`config.mk`:
```
export PLATFORM = sky130hd
export DESIGN_NAME = inv_cipher_iter
export DESIGN_NICKNAME = d
export VERILOG_FILES = /design/src/rtl/inv_cipher_iter.sv
export SDC_FILE = /design/constraint.sdc
export NUM_CORES = 2
export LEC_CHECK = 0
export ABC_CLOCK_PERIOD_IN_PS = 27100
export BUFFER_PORTS_ARGS = -buffer_cell sky130_fd_sc_hd__buf_2
export CORE_ASPECT_RATIO = 0.8
export CORE_MARGIN = 4
export CORE_UTILIZATION = 30
export DETAILED_ROUTE_END_ITERATION = 6
export PLACE_DENSITY_LB_ADDON = 0.12
export SLEW_MARGIN = 20
export SYNTH_ARGS = -nofsm -noshare
export SYNTH_HDL_FRONTEND = slang
export SYNTH_SLANG_ARGS = --single-unit
```
`constraint.sdc`:
```
create_clock -name clk -period 27.1 [get_ports clk]
set_clock_uncertainty 0.15 [all_clocks]
set_input_delay 4.065 -clock clk [delete_from_list [all_inputs] [get_ports clk]]
set_output_delay 4.065 -clock clk [all_outputs]
set_load 0.005 [all_outputs]
```
`src/rtl/inv_cipher_iter.sv`:
```
// Iterative AES inverse cipher: one FIPS-197 InvCipher round per clock over a 128-bit state.
// Round keys are read combinationally from an external key-schedule store through rk_idx/rk.
module inv_cipher_iter #(
   parameter int NR    = 10,
   parameter int IDX_W = 4
) (
   input  logic             clk,
   input  logic             rst,
   input  logic             in_valid,
   output logic             in_ready,
   input  logic [127:0]     ciphertext,
   output logic [IDX_W-1:0] rk_idx,
   input  logic [127:0]     rk,
   output logic             out_valid,
   input  logic             out_ready,
   output logic [127:0]     plaintext,
   output logic             busy
);

   typedef enum logic [1:0] {IDLE, ROUND, DONE} fsm_e;

   localparam logic [IDX_W-1:0] LAST_IDX = IDX_W'(NR);

   localparam logic [0:255][7:0] INV_SBOX = {
      128'h52096ad53036a538bf40a39e81f3d7fb, 128'h7ce339829b2fff87348e4344c4dee9cb,
      128'h547b9432a6c2233dee4c950b42fac34e, 128'h082ea16628d924b2765ba2496d8bd125,
      128'h72f8f66486689816d4a45ccc5d65b692, 128'h6c704850fdedb9da5e154657a78d9d84,
      128'h90d8ab008cbcd30af7e45805b8b34506, 128'hd02c1e8fca3f0f02c1afbd0301138a6b,
      128'h3a9111414f67dcea97f2cfcef0b4e673, 128'h96ac7422e7ad3585e2f937e81c75df6e,
      128'h47f11a711d29c5896fb7620eaa18be1b, 128'hfc563e4bc6d279209adbc0fe78cd5af4,
      128'h1fdda8338807c731b11210592780ec5f, 128'h60517fa919b54a0d2de57a9f93c99cef,
      128'ha0e03b4dae2af5b0c8ebbb3c83539961, 128'h172b047eba77d626e169146355210c7d
   };

   function automatic logic [7:0] xt(input logic [7:0] a);
      return {a[6:0], 1'b0} ^ (a[7] ? 8'h1b : 8'h00);
   endfunction

   // Constant multiply: k selects which of a, 2a, 4a, 8a are summed.
   function automatic logic [7:0] gm(input logic [7:0] a, input logic [3:0] k);
      logic [7:0] a2, a4, a8;
      a2 = xt(a);
      a4 = xt(a2);
      a8 = xt(a4);
      return (k[3] ? a8 : 8'h00) ^ (k[2] ? a4 : 8'h00) ^
             (k[1] ? a2 : 8'h00) ^ (k[0] ? a  : 8'h00);
   endfunction

   // Byte k = r + 4c sits at [127-8k -: 8]; row r rotates right by r columns.
   function automatic logic [127:0] inv_shift_sub(input logic [127:0] s);
      logic [127:0] o;
      o = '0;
      for (int c = 0; c < 4; c++)
         for (int r = 0; r < 4; r++)
            o[127-8*(4*c+r) -: 8] = INV_SBOX[s[127-8*(4*((c-r+4)%4)+r) -: 8]];
      return o;
   endfunction

   function automatic logic [127:0] inv_mix(input logic [127:0] s);
      logic [127:0] o;
      logic [7:0]   a0, a1, a2, a3;
      o = '0;
      for (int c = 0; c < 4; c++) begin
         a0 = s[127-32*c -: 8];
         a1 = s[119-32*c -: 8];
         a2 = s[111-32*c -: 8];
         a3 = s[103-32*c -: 8];
         o[127-32*c -: 32] = {
            gm(a0, 4'he) ^ gm(a1, 4'hb) ^ gm(a2, 4'hd) ^ gm(a3, 4'h9),
            gm(a0, 4'h9) ^ gm(a1, 4'he) ^ gm(a2, 4'hb) ^ gm(a3, 4'hd),
            gm(a0, 4'hd) ^ gm(a1, 4'h9) ^ gm(a2, 4'he) ^ gm(a3, 4'hb),
            gm(a0, 4'hb) ^ gm(a1, 4'hd) ^ gm(a2, 4'h9) ^ gm(a3, 4'he)};
      end
      return o;
   endfunction

   fsm_e             fsm_q, fsm_d;
   logic [127:0]     st_q, st_d;
   logic [127:0]     pt_q, pt_d;
   logic [IDX_W-1:0] rnd_q, rnd_d;
   logic [127:0]     sub_ark;

   assign sub_ark   = inv_shift_sub(st_q) ^ rk;
   assign plaintext = pt_q;

   always_ff @(posedge clk or posedge rst) begin
      if (rst) begin
         fsm_q <= IDLE;
         st_q  <= '0;
         pt_q  <= '0;
         rnd_q <= '0;
      end else begin
         fsm_q <= fsm_d;
         st_q  <= st_d;
         pt_q  <= pt_d;
         rnd_q <= rnd_d;
      end
   end

   always_comb begin
      fsm_d     = fsm_q;
      st_d      = st_q;
      pt_d      = pt_q;
      rnd_d     = rnd_q;
      in_ready  = 1'b0;
      out_valid = 1'b0;
      busy      = 1'b1;
      rk_idx    = LAST_IDX;
      case (fsm_q)
         IDLE: begin
            in_ready = 1'b1;
            busy     = 1'b0;
            if (in_valid) begin
               st_d  = ciphertext ^ rk;
               rnd_d = IDX_W'(NR - 1);
               fsm_d = ROUND;
            end
         end
         ROUND: begin
            rk_idx = rnd_q;
            // The final round skips InvMixColumns and lands straight in the output register.
            if (rnd_q != '0) begin
               st_d  = inv_mix(sub_ark);
               rnd_d = rnd_q - 1'b1;
            end else begin
               pt_d  = sub_ark;
               fsm_d = DONE;
            end
         end
         DONE: begin
            out_valid = 1'b1;
            if (out_ready) fsm_d = IDLE;
         end
         default: fsm_d = IDLE;
      endcase
   end

endmodule

```
==> flow_summary_export.csv <==
group,metric,value,unit
floorplanning,rows,168,
floorplanning,core_area,0.2619,mm^2
cells_and_area,layout_commonest_cell,"sky130_fd_sc_hd__nand2_1",
placed_design,placement.io_buffers,394,
cts,max-clock-path-buffers,3,
timing,grt_setup_unrepaired,"no",
drt,routed_via_density,6.750,
min_path,worst_hold_path_type,"reg -> reg",
worst_setup_path,criticalPathCategory,"reg -> reg",
cells_and_area,finalNetCount,10760,
drt,drt-total-wl,468000,um
cts,numClockSinks,262,
drt,drtIter0Drc,16640,
cts,reg_clk_slew_reported_paths,0.06,ns
yosys,register_bit_count_reported_by_yosys,262,
cells_and_area,area_growth,5.250,%
cts,clock_tree_from_tritoncts,"done",
grt,largest_net_degree_at_the_start_of_global_routing,95,
floorplanning,die-width,581.3,um
drt,routed_wire_length_per_instance,34.07,um
grt,track_usage,0.3241,
cts,clkLatencyLatePin,0.66,ns
worst_setup_path,worstSetupEndpointType,"register",
timing,post-route-min-period,7.305,ns
yosys,async_reset_ff_frac,1.000,
floorplanning,initial_core_util,0.3012,
floorplanning,die-height,466.7,um
drt,detail-route-antenna-nets,0,
yosys,synth-main-ff-cell,"sky130_fd_sc_hd__dfrtp_1",
yosys,synth-seq-area-share,0.08310,
timing,fin_setup_tns,0,ns
grt,grt_first_pass_wirelength,661900,um
drt,drt-pass1-iter-count,7,
yosys,synth_edf_count,0,
grt,final_global_route_overflow_total,0,
yosys,syn_nets,11260,
cts,cts_hold_repair.buffers,0,
timing,holdWs,0.3244,ns
floorplanning,num_io_pins,395,
placed_design,gp_routability_congestion,1.021,
status,result_of_the_run,"complete, but fails checks",
cts,cts_max_level,2,
cts,cts-resized-gates,0,
worst_setup_path,crit_path_max_fanout,29,
yosys,synth.avg_cell_area,7.372,um^2
yosys,number_of_instances_in_the_synthesized_netlist,10700,
worst_setup_path,cp-start-kind,"register",
cts,cts.root.buffer_cell,"sky130_fd_sc_hd__clkbuf_16",
cells_and_area,drive_above_1_share,0.1360,
cells_and_area,most_frequent_cells_in_the_layout,"796 x sky130_fd_sc_hd__nand2_1, 701 x sky130_fd_sc_hd__o21ai_0, 682 x sky130_fd_sc_hd__a21oi_1, 631 x sky130_fd_sc_hd__nor2_1, 524 x sky130_fd_sc_hd__xnor2_1",
yosys,mappedNetlistArea,0.07889,mm^2
worst_setup_path,cp_required,27.44,ns
flow_run,drv_cap,0,
timing,timing.final.hold_violations,0,
cts,clock_buffers_created_by_tritoncts,43,
timing,achievable-frequency,136.9,MHz
timing,layout_worst_path_cycle_share,0.2696,
cts,postCtsSetupBuffers,0,
timing,tightestPinTransition,1.213,ns
worst_setup_path,critPathArrivalTime,7.65,ns
timing,slew_headroom,0.1881,
timing,setup_violations,0,
placed_design,detailed_placer_s_ending_hpwl,340900,um
yosys,synth_cell_type_count,123,
yosys,synth-warning-count,0,
floorplanning,dieArea,0.2713,mm^2
status,failed_checks,"design-rule violations",
grt,grt_pass1_vias,85320,
drt,route.detailed.drc,4,
drt,routed-via-count,92700,
timing,drv_slew,0,
grt,antenna_violations_before_repair,43,
==> per-layer routing <==
layer / up-vias / share of wire / global-route usage
met5: - / 0.00015 / 0
met4: 12 / 0.050 / 0.1321
met3: 879 / 0.11 / 0.07322
met2: 6626 / 0.41 / 0.4648
met1: 45770 / 0.43 / 0.4636
li1: 39420 / - / -
==> layout make-up <==
class	count	area [um^2]
antenna	17	42.54
clock buffer	59	1229
clock inverter	21	225.2
fill	28670	178900
inverter	205	782.0
multi-input combinational	9013	65630
sequential	262	6701
tap	3485	4360
timing repair buffer	672	4059
==> cell usage after synthesis, drive strengths merged (102+ instances only) <==
library cell | n | area share
nand2 | 798 | 0.038
o21ai | 711 | 0.045
a21oi | 683 | 0.043
buf | 676 | 0.050
nor2 | 633 | 0.030
xnor2 | 563 | 0.067
clkbuf | 541 | 0.026
nand2b | 417 | 0.033
nor3 | 356 | 0.023
xor2 | 350 | 0.042
nor2b | 332 | 0.026
ha | 302 | 0.048
nand3 | 291 | 0.019
dfrtp | 262 | 0.083
a211oi | 239 | 0.023
a311oi | 203 | 0.023
a221oi | 199 | 0.023
a31oi | 192 | 0.015
o211ai | 189 | 0.018
inv | 180 | 0.0086
mux4 | 164 | 0.047
o311ai | 152 | 0.017
mux2i | 149 | 0.019
or2 | 119 | 0.0095
mux2 | 112 | 0.016
and2 | 109 | 0.0086
or3 | 102 | 0.0081
==> through the flow <==
stage,utilization,instance area (um^2),instances,worst slack [ns]
after CTS,0.3169,82990,13720,19.96
after floorplan,-,78890,10700,15.67
after detailed placement,0.3113,81530,13640,19.47
final,0.3170,83030,13730,19.79
after global placement,0.3112,81490,13640,19.45
after global routing,0.3170,83010,13730,19.65
==> sequential cells by signal, indices dropped and copies added, names as in the netlist <==
signal     cells
plaintext    128
st_q         128
rnd_q          4
fsm_q          2
==> cells by family after synthesis <==
kind of cell | count (synthesis) | synth area share
compound gates | 3719 | 0.3329
xor+xnor | 1005 | 0.1348
fa+ha+maj | 302 | 0.04790
buf+inv | 1426 | 0.08629
flops | 262 | 0.08310
mux | 425 | 0.08171
simple gates | 3562 | 0.2332
==> critical path: stages, from the launching register on <==
cell and delay (ns):
sky130_fd_sc_hd__dfrtp_1 0.38, sky130_fd_sc_hd__buf_4 0.39, sky130_fd_sc_hd__clkinv_1 0.56, sky130_fd_sc_hd__ha_1 1.02, sky130_fd_sc_hd__nor2b_1 0.55, sky130_fd_sc_hd__nor2_1 0.23
sky130_fd_sc_hd__mux4_2 0.49, sky130_fd_sc_hd__o21ai_0 0.15, sky130_fd_sc_hd__nand2_1 0.07, sky130_fd_sc_hd__a2bb2oi_1 0.97, sky130_fd_sc_hd__xnor2_1 0.42, sky130_fd_sc_hd__xnor2_1 0.52
sky130_fd_sc_hd__xnor2_1 0.23, sky130_fd_sc_hd__xor3_1 0.32, sky130_fd_sc_hd__xnor2_1 0.49, sky130_fd_sc_hd__a221oi_1 0.16
==> path summary, 6_finish.rpt <==
kind                            slack, ns                 startpoint                        end  depth (start not counted)
max in group asynchronous           21.81                        rst       st_q[34]$_DFFE_PP0P_                          3
worst max-delay path                19.79       st_q[48]$_DFFE_PP0P_       st_q[13]$_DFFE_PP0P_                         15
worst max register to register      19.79       st_q[48]$_DFFE_PP0P_       st_q[13]$_DFFE_PP0P_                         15
min in group asynchronous            3.38                        rst  plaintext[14]$_DFFE_PP0P_                          2
worst min-delay path                 0.32  plaintext[47]$_DFFE_PP0P_  plaintext[47]$_DFFE_PP0P_                          2
worst min register to register       0.32  plaintext[47]$_DFFE_PP0P_  plaintext[47]$_DFFE_PP0P_                          2
Power is not shown: default switching activity piles up to over one toggle a cycle in this logic, so the estimate is an artifact.
